### src/rtl/riscv_jp_pkg.sv
`default_nettype none
// ============================================================================
// Module   : riscv_jp_pkg
// Purpose  : Shared types for the jump-predictor resolution tracker. This
//            package holds the in-flight prediction entry, the history/update
//            record sent back to the BTB, and a next-sequential-PC helper.
// Revision : 1.0 - initial release
// ============================================================================
package riscv_jp_pkg;

    // The entry and history layouts are fixed at this PC width.
    localparam int JP_ADDR_WIDTH = 64;

    // One prediction made at fetch time, held until the instruction resolves.
    typedef struct packed {
        logic [JP_ADDR_WIDTH-1:0] pc;
        logic                     pred_taken;
        logic [JP_ADDR_WIDTH-1:0] pred_addr;
    } jp_entry_t;

    // Training record handed back to the BTB/counter strategy.
    typedef struct packed {
        logic [JP_ADDR_WIDTH-1:0] pc;
        logic [JP_ADDR_WIDTH-1:0] jump_addr;
        logic                     jump_branch;
        logic                     could_jump;
        logic                     flush;
    } jp_hist_t;

    // Sequential successor of a 4-byte instruction. The result wraps modulo
    // 2^JP_ADDR_WIDTH.
    function automatic logic [JP_ADDR_WIDTH-1:0] jp_next_pc(input logic [JP_ADDR_WIDTH-1:0] pc);
        return pc + JP_ADDR_WIDTH'(4);
    endfunction

endpackage
`default_nettype wire

### src/rtl/riscv_next_strategy_resolve_tracker_if.sv
`default_nettype none
// ============================================================================
// Module   : riscv_next_strategy_resolve_tracker_if
// Purpose  : Bus between the IF/EX pipeline and the resolution tracker.
//            Ports:
//              i_push*   - prediction recorded by IF
//              i_res*    - resolution of the oldest in-flight instruction
//              o_redirect* - mispredict refetch request
//              o_hist*   - BTB training record
//              o_count/o_full/o_empty/o_error/o_mispredicts - status
//            Modports:
//              master - the pipeline side
//              slave  - the tracker
// Revision : 1.0 - initial release
// ============================================================================
interface riscv_next_strategy_resolve_tracker_if #(
    parameter int ADDR_WIDTH = 64,
    parameter int DEPTH      = 4,
    parameter int CNT_WIDTH  = 32
);
    logic                     i_stall;
    logic                     i_push;
    logic [ADDR_WIDTH-1:0]    i_push_pc;
    logic                     i_push_pred_taken;
    logic [ADDR_WIDTH-1:0]    i_push_pred_addr;
    logic                     i_res_valid;
    logic                     i_res_flush;
    logic                     i_res_could_jump;
    logic                     i_res_taken;
    logic [ADDR_WIDTH-1:0]    i_res_target;

    logic                     o_redirect;
    logic [ADDR_WIDTH-1:0]    o_redirect_addr;
    logic                     o_hist_valid;
    logic [ADDR_WIDTH-1:0]    o_hist_pc;
    logic [ADDR_WIDTH-1:0]    o_hist_jump_addr;
    logic                     o_hist_jump_branch;
    logic                     o_hist_could_jump;
    logic                     o_hist_flush;
    logic [$clog2(DEPTH):0]   o_count;
    logic                     o_full;
    logic                     o_empty;
    logic                     o_error;
    logic [CNT_WIDTH-1:0]     o_mispredicts;

    modport master (
        output i_stall, i_push, i_push_pc, i_push_pred_taken, i_push_pred_addr,
        output i_res_valid, i_res_flush, i_res_could_jump, i_res_taken, i_res_target,
        input  o_redirect, o_redirect_addr, o_hist_valid, o_hist_pc, o_hist_jump_addr,
        input  o_hist_jump_branch, o_hist_could_jump, o_hist_flush,
        input  o_count, o_full, o_empty, o_error, o_mispredicts
    );

    modport slave (
        input  i_stall, i_push, i_push_pc, i_push_pred_taken, i_push_pred_addr,
        input  i_res_valid, i_res_flush, i_res_could_jump, i_res_taken, i_res_target,
        output o_redirect, o_redirect_addr, o_hist_valid, o_hist_pc, o_hist_jump_addr,
        output o_hist_jump_branch, o_hist_could_jump, o_hist_flush,
        output o_count, o_full, o_empty, o_error, o_mispredicts
    );
endinterface
`default_nettype wire

### src/rtl/riscv_jp_fifo.sv
`default_nettype none
// ============================================================================
// Module   : riscv_jp_fifo
// Purpose  : In-order queue of DEPTH entries with a single-cycle flush.
//            The pointers carry one extra wrap bit, so the queue can tell
//            full from empty. The caller qualifies push and pop: a push must
//            not target a full queue unless a pop happens in the same cycle,
//            and a pop must not target an empty queue. Flush wins over push
//            and pop.
//            Ports:
//              clk, rst                   - clock, synchronous active-high reset
//              i_flush                    - empty the queue
//              i_push, i_push_data        - enqueue
//              i_pop, o_pop_data          - dequeue; the head is always visible
//              o_count, o_full, o_empty   - occupancy
// Revision : 1.0 - initial release
// ============================================================================
module riscv_jp_fifo #(
    parameter int DATA_WIDTH = 129,
    parameter int DEPTH      = 4
) (
    input  wire logic                    clk,
    input  wire logic                    rst,
    input  wire logic                    i_flush,
    input  wire logic                    i_push,
    input  wire logic [DATA_WIDTH-1:0]   i_push_data,
    input  wire logic                    i_pop,
    output logic      [DATA_WIDTH-1:0]   o_pop_data,
    output logic      [$clog2(DEPTH):0]  o_count,
    output logic                         o_full,
    output logic                         o_empty
);
    localparam int IDX_W = $clog2(DEPTH);
    localparam int PTR_W = IDX_W + 1;

    logic [DATA_WIDTH-1:0] r_mem [DEPTH];
    logic [PTR_W-1:0]      r_wr_ptr;
    logic [PTR_W-1:0]      r_rd_ptr;
    logic [PTR_W-1:0]      w_count;

    // With a power-of-two DEPTH, the modular pointer difference is the occupancy.
    assign w_count    = r_wr_ptr - r_rd_ptr;
    assign o_count    = w_count;
    assign o_full     = (w_count == PTR_W'(DEPTH));
    assign o_empty    = (w_count == '0);
    assign o_pop_data = r_mem[r_rd_ptr[IDX_W-1:0]];

    always_ff @(posedge clk) begin
        if (rst) begin
            r_wr_ptr <= '0;
            r_rd_ptr <= '0;
        end else if (i_flush) begin
            r_wr_ptr <= '0;
            r_rd_ptr <= '0;
        end else begin
            if (i_push) begin
                r_wr_ptr <= r_wr_ptr + PTR_W'(1);
            end
            if (i_pop) begin
                r_rd_ptr <= r_rd_ptr + PTR_W'(1);
            end
        end
    end

    // Reset does not clear the storage. An entry is only read after a push
    // has written it.
    always_ff @(posedge clk) begin
        if (i_push && !i_flush && !rst) begin
            r_mem[r_wr_ptr[IDX_W-1:0]] <= i_push_data;
        end
    end

endmodule
`default_nettype wire

### src/rtl/riscv_next_strategy_resolve_tracker.sv
`default_nettype none
// ============================================================================
// Module   : riscv_next_strategy_resolve_tracker
// Purpose  : Resolution end of the BTB-counter jump predictor. The module
//            queues every fetch-side prediction in order. When the oldest
//            instruction resolves in EX, the module pops its entry and checks
//            the prediction against the actual outcome. One cycle later it
//            emits a registered BTB training record and, on a mispredict, a
//            redirect.
//            Ports:
//              clk, reset, enable - clock, synchronous active-high reset,
//                                   tracker enable
//              bus (slave)        - push/resolve inputs, redirect/history
//                                   outputs and status
// Revision : 1.0 - initial release
// ============================================================================
module riscv_next_strategy_resolve_tracker
    import riscv_jp_pkg::*;
#(
    parameter int ADDR_WIDTH = JP_ADDR_WIDTH,   // must equal JP_ADDR_WIDTH
    parameter int DEPTH      = 4,
    parameter int CNT_WIDTH  = 32
) (
    input  wire logic clk,
    input  wire logic reset,
    input  wire logic enable,
    riscv_next_strategy_resolve_tracker_if.slave bus
);
    jp_entry_t              w_new_entry;
    jp_entry_t              w_head;
    logic [$clog2(DEPTH):0] w_count;
    logic                   w_full;
    logic                   w_empty;
    logic                   w_active;
    logic                   w_pop;
    logic                   w_push;
    logic                   w_taken;
    logic                   w_mispredict;
    logic                   w_fifo_flush;
    logic                   w_err;

    logic                   r_redirect;
    logic [ADDR_WIDTH-1:0]  r_redirect_addr;
    logic                   r_hist_valid;
    jp_hist_t               r_hist;
    logic                   r_error;
    logic [CNT_WIDTH-1:0]   r_mispredicts;

    assign w_new_entry.pc         = bus.i_push_pc;
    assign w_new_entry.pred_taken = bus.i_push_pred_taken;
    assign w_new_entry.pred_addr  = bus.i_push_pred_addr;

    assign w_active = enable && !bus.i_stall;
    assign w_pop    = w_active && bus.i_res_valid && !w_empty;

    // A non-jump instruction never counts as taken. A predicted-taken
    // non-jump is therefore a mispredict.
    assign w_taken      = bus.i_res_could_jump && bus.i_res_taken;
    assign w_mispredict = w_pop && !bus.i_res_flush &&
                          ((w_head.pred_taken != w_taken) ||
                           (w_taken && (w_head.pred_addr != bus.i_res_target)));

    // A pop in the same cycle frees a slot, so a push into a full queue is
    // legal then. On a mispredict the same-cycle push is on the wrong path
    // and is dropped.
    assign w_push = w_active && bus.i_push && (!w_full || w_pop) && !w_mispredict;

    // After a mispredict, everything younger than the popped entry is on the
    // wrong path.
    assign w_fifo_flush = !enable || w_mispredict;

    assign w_err = w_active &&
                   ((bus.i_res_valid && w_empty) || (bus.i_push && w_full && !w_pop));

    riscv_jp_fifo #(
        .DATA_WIDTH ($bits(jp_entry_t)),
        .DEPTH      (DEPTH)
    ) u_fifo (
        .clk         (clk),
        .rst         (reset),
        .i_flush     (w_fifo_flush),
        .i_push      (w_push),
        .i_push_data (w_new_entry),
        .i_pop       (w_pop),
        .o_pop_data  (w_head),
        .o_count     (w_count),
        .o_full      (w_full),
        .o_empty     (w_empty)
    );

    always_ff @(posedge clk) begin
        if (reset) begin
            r_redirect      <= 1'b0;
            r_redirect_addr <= '0;
            r_hist_valid    <= 1'b0;
            r_hist          <= '0;
            r_error         <= 1'b0;
            r_mispredicts   <= '0;
        end else begin
            // w_pop is already zero during a stall or while disabled, so
            // both pulses drop there too.
            r_redirect   <= w_mispredict;
            r_hist_valid <= w_pop;

            if (w_mispredict) begin
                r_redirect_addr <= w_taken ? bus.i_res_target : jp_next_pc(w_head.pc);
            end

            if (w_pop) begin
                r_hist.pc          <= w_head.pc;
                r_hist.jump_addr   <= bus.i_res_target;
                r_hist.jump_branch <= bus.i_res_taken;
                r_hist.could_jump  <= bus.i_res_could_jump;
                r_hist.flush       <= bus.i_res_flush;
            end

            if (w_err) begin
                r_error <= 1'b1;
            end

            if (w_mispredict && (r_mispredicts != '1)) begin
                r_mispredicts <= r_mispredicts + CNT_WIDTH'(1);
            end
        end
    end

    assign bus.o_redirect         = r_redirect;
    assign bus.o_redirect_addr    = r_redirect_addr;
    assign bus.o_hist_valid       = r_hist_valid;
    assign bus.o_hist_pc          = r_hist.pc;
    assign bus.o_hist_jump_addr   = r_hist.jump_addr;
    assign bus.o_hist_jump_branch = r_hist.jump_branch;
    assign bus.o_hist_could_jump  = r_hist.could_jump;
    assign bus.o_hist_flush       = r_hist.flush;
    assign bus.o_count            = w_count;
    assign bus.o_full             = w_full;
    assign bus.o_empty            = w_empty;
    assign bus.o_error            = r_error;
    assign bus.o_mispredicts      = r_mispredicts;

endmodule
`default_nettype wire

### src/flat_wrapper.sv
// flat-port wrapper written by rule: the top's interface ports become plain ports
module riscv_next_strategy_resolve_tracker_flat import riscv_jp_pkg::*;
#(
    parameter int ADDR_WIDTH = JP_ADDR_WIDTH,                              
    parameter int DEPTH      = 4,
    parameter int CNT_WIDTH  = 32
)
  (clk, reset, enable, bus_i_stall, bus_i_push, bus_i_push_pc, bus_i_push_pred_taken, bus_i_push_pred_addr, bus_i_res_valid, bus_i_res_flush, bus_i_res_could_jump, bus_i_res_taken, bus_i_res_target, bus_o_redirect, bus_o_redirect_addr, bus_o_hist_valid, bus_o_hist_pc, bus_o_hist_jump_addr, bus_o_hist_jump_branch, bus_o_hist_could_jump, bus_o_hist_flush, bus_o_count, bus_o_full, bus_o_empty, bus_o_error, bus_o_mispredicts);
  riscv_next_strategy_resolve_tracker_if #(.ADDR_WIDTH(ADDR_WIDTH), .DEPTH(DEPTH), .CNT_WIDTH(CNT_WIDTH)) bus_i ();
  input  wire logic clk;
  input  wire logic reset;
  input  wire logic enable;
  input wire logic [$bits(bus_i.i_stall)-1:0] bus_i_stall;
  input wire logic [$bits(bus_i.i_push)-1:0] bus_i_push;
  input wire logic [$bits(bus_i.i_push_pc)-1:0] bus_i_push_pc;
  input wire logic [$bits(bus_i.i_push_pred_taken)-1:0] bus_i_push_pred_taken;
  input wire logic [$bits(bus_i.i_push_pred_addr)-1:0] bus_i_push_pred_addr;
  input wire logic [$bits(bus_i.i_res_valid)-1:0] bus_i_res_valid;
  input wire logic [$bits(bus_i.i_res_flush)-1:0] bus_i_res_flush;
  input wire logic [$bits(bus_i.i_res_could_jump)-1:0] bus_i_res_could_jump;
  input wire logic [$bits(bus_i.i_res_taken)-1:0] bus_i_res_taken;
  input wire logic [$bits(bus_i.i_res_target)-1:0] bus_i_res_target;
  output wire logic [$bits(bus_i.o_redirect)-1:0] bus_o_redirect;
  output wire logic [$bits(bus_i.o_redirect_addr)-1:0] bus_o_redirect_addr;
  output wire logic [$bits(bus_i.o_hist_valid)-1:0] bus_o_hist_valid;
  output wire logic [$bits(bus_i.o_hist_pc)-1:0] bus_o_hist_pc;
  output wire logic [$bits(bus_i.o_hist_jump_addr)-1:0] bus_o_hist_jump_addr;
  output wire logic [$bits(bus_i.o_hist_jump_branch)-1:0] bus_o_hist_jump_branch;
  output wire logic [$bits(bus_i.o_hist_could_jump)-1:0] bus_o_hist_could_jump;
  output wire logic [$bits(bus_i.o_hist_flush)-1:0] bus_o_hist_flush;
  output wire logic [$bits(bus_i.o_count)-1:0] bus_o_count;
  output wire logic [$bits(bus_i.o_full)-1:0] bus_o_full;
  output wire logic [$bits(bus_i.o_empty)-1:0] bus_o_empty;
  output wire logic [$bits(bus_i.o_error)-1:0] bus_o_error;
  output wire logic [$bits(bus_i.o_mispredicts)-1:0] bus_o_mispredicts;
  assign bus_i.i_stall = bus_i_stall;
  assign bus_i.i_push = bus_i_push;
  assign bus_i.i_push_pc = bus_i_push_pc;
  assign bus_i.i_push_pred_taken = bus_i_push_pred_taken;
  assign bus_i.i_push_pred_addr = bus_i_push_pred_addr;
  assign bus_i.i_res_valid = bus_i_res_valid;
  assign bus_i.i_res_flush = bus_i_res_flush;
  assign bus_i.i_res_could_jump = bus_i_res_could_jump;
  assign bus_i.i_res_taken = bus_i_res_taken;
  assign bus_i.i_res_target = bus_i_res_target;
  assign bus_o_redirect = bus_i.o_redirect;
  assign bus_o_redirect_addr = bus_i.o_redirect_addr;
  assign bus_o_hist_valid = bus_i.o_hist_valid;
  assign bus_o_hist_pc = bus_i.o_hist_pc;
  assign bus_o_hist_jump_addr = bus_i.o_hist_jump_addr;
  assign bus_o_hist_jump_branch = bus_i.o_hist_jump_branch;
  assign bus_o_hist_could_jump = bus_i.o_hist_could_jump;
  assign bus_o_hist_flush = bus_i.o_hist_flush;
  assign bus_o_count = bus_i.o_count;
  assign bus_o_full = bus_i.o_full;
  assign bus_o_empty = bus_i.o_empty;
  assign bus_o_error = bus_i.o_error;
  assign bus_o_mispredicts = bus_i.o_mispredicts;
  riscv_next_strategy_resolve_tracker #(.ADDR_WIDTH(ADDR_WIDTH), .DEPTH(DEPTH), .CNT_WIDTH(CNT_WIDTH)) u_core (.clk(clk), .reset(reset), .enable(enable), .bus(bus_i));
endmodule
### config.mk
export PLATFORM = sky130hd
export DESIGN_NAME = riscv_next_strategy_resolve_tracker_flat
export DESIGN_NICKNAME = d
export VERILOG_FILES = /design/src/rtl/riscv_jp_pkg.sv /design/src/rtl/riscv_next_strategy_resolve_tracker_if.sv /design/src/rtl/riscv_jp_fifo.sv /design/src/rtl/riscv_next_strategy_resolve_tracker.sv /design/src/flat_wrapper.sv
export SDC_FILE = /design/constraint.sdc
export NUM_CORES = 1
export LEC_CHECK = 0
export ABC_AREA = 1
export CAP_MARGIN = 20
export CORE_ASPECT_RATIO = 1.4
export CORE_MARGIN = 4
export CORE_UTILIZATION = 30
export CTS_BUF_LIST = sky130_fd_sc_hd__clkbuf_16
export CTS_CLUSTER_DIAMETER = 200
export DETAILED_ROUTE_END_ITERATION = 6
export PLACE_DENSITY_LB_ADDON = 0.25
export SETUP_SLACK_MARGIN = 0.15
export SLEW_MARGIN = 20
export SYNTH_ARGS = -nofsm -noshare
export SYNTH_HDL_FRONTEND = slang
export SYNTH_SLANG_ARGS = --single-unit
### constraint.sdc
create_clock -name clk -period 15.3 [get_ports clk]
set_input_delay 3.06 -clock clk [delete_from_list [all_inputs] [get_ports clk]]
set_output_delay 3.06 -clock clk [all_outputs]
set_load 0.005 [all_outputs]
==> flow_summary.yaml <==
yosys:
  syn-cell-area_um2: 32700
  post_synth_edffs: 516
  mappedNetlistNets: 3754
  postSynth.topFlopCell: "sky130_fd_sc_hd__edfxtp_1"
  synthDistinctLibCells: 41
  number_of_instances_in_the_synthesized_netlist: 3543
  ys_seq_area_frac: 0.620
  yosysWarningCount: 0
  asyncSetResetFlopFracSynth: 0
  synth_area_leader_cell: "sky130_fd_sc_hd__edfxtp_1"
  avgSynthCellArea_um2: 9.22
  synthDominantCellAreaShare: 0.474
  yosys_register_bits: 754
  synth_top_cells_by_area: "sky130_fd_sc_hd__edfxtp_1 47%, sky130_fd_sc_hd__dfxtp_1 15%, sky130_fd_sc_hd__nand2_1 13%"
clock_network:
  tritoncts.num_buffers: 81
  clkLatencyLatePin_ps: 690
  cts_tree: "built"
  maximum_clock_path_buffer_count: 3
  hold_buffers: 0
  cts.sinks: 754
  ctsResizeCount: 0
  cts_root_buf: "sky130_fd_sc_hd__clkbuf_16"
  post-cts-setup-buffer-count: 0
  clkSlewWorstSetupHoldPaths_ps: 60
  htreeDepth: 3
setup_path:
  worst-path-max-fanout: 79
  worstPathArrival_ps: 8610
  worstPathRequired_ps: 15600
  worst_setup_path_start_kind: "register"
  worst-setup-path-type: "reg2reg"
  setup.worst_path.end_class: "register"
floorplanning:
  ios: 437
  core_um2: 108000
  row_count: 143
  floorplan.die.width_um: 287
  fp.dieH_um: 398
  initial_utilization: 0.302
  design.die.area_um2: 114000
sta:
  post_route_clock_period_utilization: 0.543
  worst_case_clock_skew_ps: 23.5
  slew_violations: 0
  highest_attainable_clock_frequency_mhz: 120
  rsz0062_at_grt: "no"
  slew_headroom: 0.252
  final_hold_viol_count: 0
  finalWorstPathRequiredPeriod_ps: 8310
  setup-violations-final: 0
  worst_pin_slew_ps: 1120
  setup_total_negative_slack_ps: 0
final_layout:
  layout-area-overhead-vs-synth_pct: 24.9
  layout.filler_cells: 10800
  finish.net_count: 4125
  post_route_cells_drive_above_1_share: 0.0530
  final_cells: 5442
power_and_ir_drop:
  worst_ir_drop_vdd_v: 0.0000648
  swShare: 0.226
  power.combinational.fraction: 0.042
  share_clk_of_total_power: 0.452
  leakagePower_uw: 0.0150
  relative_contribution_of_sequential_cells_to_total_power: 0.506
  cellPowerDensity_nw_per_um2: 106
  internal_power_uw: 3340
  p_switching_uw: 976
detailed_routing:
  drt-initial-drc-count: 2316
  route.detailed.drc: 0
  route.final.wire_length_mm: 132
  first_pass_iters: 5
  post_drt_via_cell_ratio: 4.92
  vias: 26800
  ant_nets: 0
  wl_per_cell_um: 24.3
global_route:
  grt_pass1_wl_mm: 185
  first_global_vias: 25100
  grt_max_degree: 158
  grt_util_all_layers: 0.225
  antenna_violations_before_repair: 30
  grt-ovfl-total: 0
status:
  run_status: "completed"
worst_hold_path:
  holdCritPathClass: "reg2reg"
placement:
  routabilityCongestion: 0.953
  dp_hpwl_mm: 94.5
  dp_cells: 5281
  port-buffer-count: 436
run:
  timing.max_cap.violations: 0
-- layer usage --
layer  global-route usage  vias to the layer above  wire length, um
met4               0.0889                       34             5150
met3               0.0632                      217            10700
met2                0.369                      965            62300
li1                     -                    12600                -
met5                    0                        -              221
met1                0.281                    12900            54100
-- cell type report --
class / instances / area [um^2] / area share
sequential: 754 / 20300 / 0.497
multi-input combinational: 2442 / 10800 / 0.265
timing repair buffer: 462 / 4620 / 0.113
clock buffer: 84 / 2100 / 0.0515
tap: 1450 / 1810 / 0.0445
inverter: 173 / 667 / 0.0163
clock inverter: 67 / 495 / 0.0121
antenna: 10 / 25.0 / 0.000613
-- cells in the mapped netlist (2+ instances only) --
cell type / instances
sky130_fd_sc_hd__a21oi_1: 134
sky130_fd_sc_hd__buf_1: 7
sky130_fd_sc_hd__buf_2: 51
sky130_fd_sc_hd__buf_4: 28
sky130_fd_sc_hd__buf_6: 19
sky130_fd_sc_hd__clkbuf_1: 68
sky130_fd_sc_hd__dfxtp_1: 238
sky130_fd_sc_hd__edfxtp_1: 516
sky130_fd_sc_hd__ha_1: 8
sky130_fd_sc_hd__inv_1: 165
sky130_fd_sc_hd__inv_2: 6
sky130_fd_sc_hd__nand2_1: 1101
sky130_fd_sc_hd__nand2_2: 8
sky130_fd_sc_hd__nand3_1: 382
sky130_fd_sc_hd__nand3b_1: 29
sky130_fd_sc_hd__nand4_1: 31
sky130_fd_sc_hd__nor2_1: 400
sky130_fd_sc_hd__nor2_2: 21
sky130_fd_sc_hd__nor2_4: 3
sky130_fd_sc_hd__nor3_1: 23
sky130_fd_sc_hd__nor4_1: 5
sky130_fd_sc_hd__o211ai_1: 2
sky130_fd_sc_hd__o21ai_0: 216
sky130_fd_sc_hd__o21ai_1: 19
sky130_fd_sc_hd__o22ai_1: 5
sky130_fd_sc_hd__or2_2: 13
sky130_fd_sc_hd__xor2_1: 31
-- per-stage QoR --
stage	area, um^2	util	hold WS [ps]	total power, uW	setup WS [ps]
6_report	40800	0.377	465	4320	6990
5_1_grt	40800	0.377	475	4450	6620
4_1_cts	40800	0.377	465	4360	6940
3_5_place_dp	38200	0.353	455	2410	6520
3_3_place_gp	38200	0.353	453	2410	6520
2_1_floorplan	32700	-	460	2280	5060
-- power groups by stage --
| stage | registers, uW | logic, uW | clock network (uW) |
|---|---|---|---|
| 2_1_floorplan | 2230 | 53.6 | 0 |
| 3_3_place_gp | 2230 | 182 | 0 |
| 5_1_grt | 2180 | 193 | 2080 |
| 6_report | 2180 | 182 | 1950 |
| 4_1_cts | 2180 | 183 | 1990 |
| 3_5_place_dp | 2230 | 182 | 0 |
-- cells by family (layout without fill, tap and decap cells) --
| group | after synthesis | in the layout | synth area share |
|---|---|---|---|
| fa+ha+maj | 9 | 9 | 0.00368 |
| simple gates | 2019 | 2019 | 0.258 |
| buf+inv | 347 | 786 | 0.0499 |
| xor+xnor | 32 | 32 | 0.00858 |
| compound gates | 382 | 382 | 0.0595 |
| other cells | 0 | 10 | 0 |
| flops | 754 | 754 | 0.620 |
-- registers in the layout, indices dropped and copies added (netlist names), named ones only --
signal / flops
u_core.bus.o_hist_jump_branch: 1
u_core.bus.o_hist_jump_addr: 64
u_core.bus.o_hist_could_jump: 1
u_core.bus.o_hist_pc: 64
u_core.bus.o_error: 1
u_core.u_fifo.r_wr_ptr: 3
u_core.bus.o_mispredicts: 32
u_core.u_fifo.r_mem: 516
u_core.bus.o_hist_flush: 1
u_core.bus.o_redirect: 1
u_core.bus.o_redirect_addr: 64
u_core.u_fifo.r_rd_ptr: 3
u_core.bus.o_hist_valid: 1
-- placed cells by master, fill, tap and decap left out, types with 21 or more instances in the layout --
cell                                 n
sky130_fd_sc_hd__xor2_1             31
sky130_fd_sc_hd__dfxtp_1           236
sky130_fd_sc_hd__inv_1             178
sky130_fd_sc_hd__nand3b_1           29
sky130_fd_sc_hd__nand4_1            31
sky130_fd_sc_hd__o21ai_0           215
sky130_fd_sc_hd__edfxtp_1          516
sky130_fd_sc_hd__nor2_1            396
sky130_fd_sc_hd__clkbuf_16          84
sky130_fd_sc_hd__nand3_1           381
sky130_fd_sc_hd__a21oi_1           134
sky130_fd_sc_hd__nor2_2             21
sky130_fd_sc_hd__nand2_1          1099
sky130_fd_sc_hd__clkdlybuf4s50_1   435
sky130_fd_sc_hd__nor3_1             23
-- worst max-delay path: stages (launching register included) --
cell and delay, ps:
sky130_fd_sc_hd__dfxtp_4 560, sky130_fd_sc_hd__inv_6 540, sky130_fd_sc_hd__buf_4 820, sky130_fd_sc_hd__buf_4 730, sky130_fd_sc_hd__nand2_1 110, sky130_fd_sc_hd__nand3_1 120
sky130_fd_sc_hd__nand2_1 200, sky130_fd_sc_hd__xor2_1 200, sky130_fd_sc_hd__nand2_1 70, sky130_fd_sc_hd__nor2_1 140, sky130_fd_sc_hd__nand2_1 70, sky130_fd_sc_hd__nor2_1 500
sky130_fd_sc_hd__nand3_2 190, sky130_fd_sc_hd__buf_4 350, sky130_fd_sc_hd__nand2_2 330, sky130_fd_sc_hd__nand3_1 300, sky130_fd_sc_hd__nor2_4 910, sky130_fd_sc_hd__buf_4 710
sky130_fd_sc_hd__buf_4 820
-- worst paths after layout --
check                                                     startpoint                                    end  slack, ps  cells after the start
worst min-delay path            u_core.bus.o_hist_pc[0]$_SDFFE_PP0N_   u_core.bus.o_hist_pc[0]$_SDFFE_PP0N_        470                      2
worst max-delay path                                        register  u_core.u_fifo.r_mem[1][113]$_DFFE_PP_       6990                     18
worst min register to register  u_core.bus.o_hist_pc[0]$_SDFFE_PP0N_   u_core.bus.o_hist_pc[0]$_SDFFE_PP0N_        470                      2
worst max register to register                              register  u_core.u_fifo.r_mem[1][113]$_DFFE_PP_       6990                     18
No activity file was read; power rests on OpenSTA's default activity.
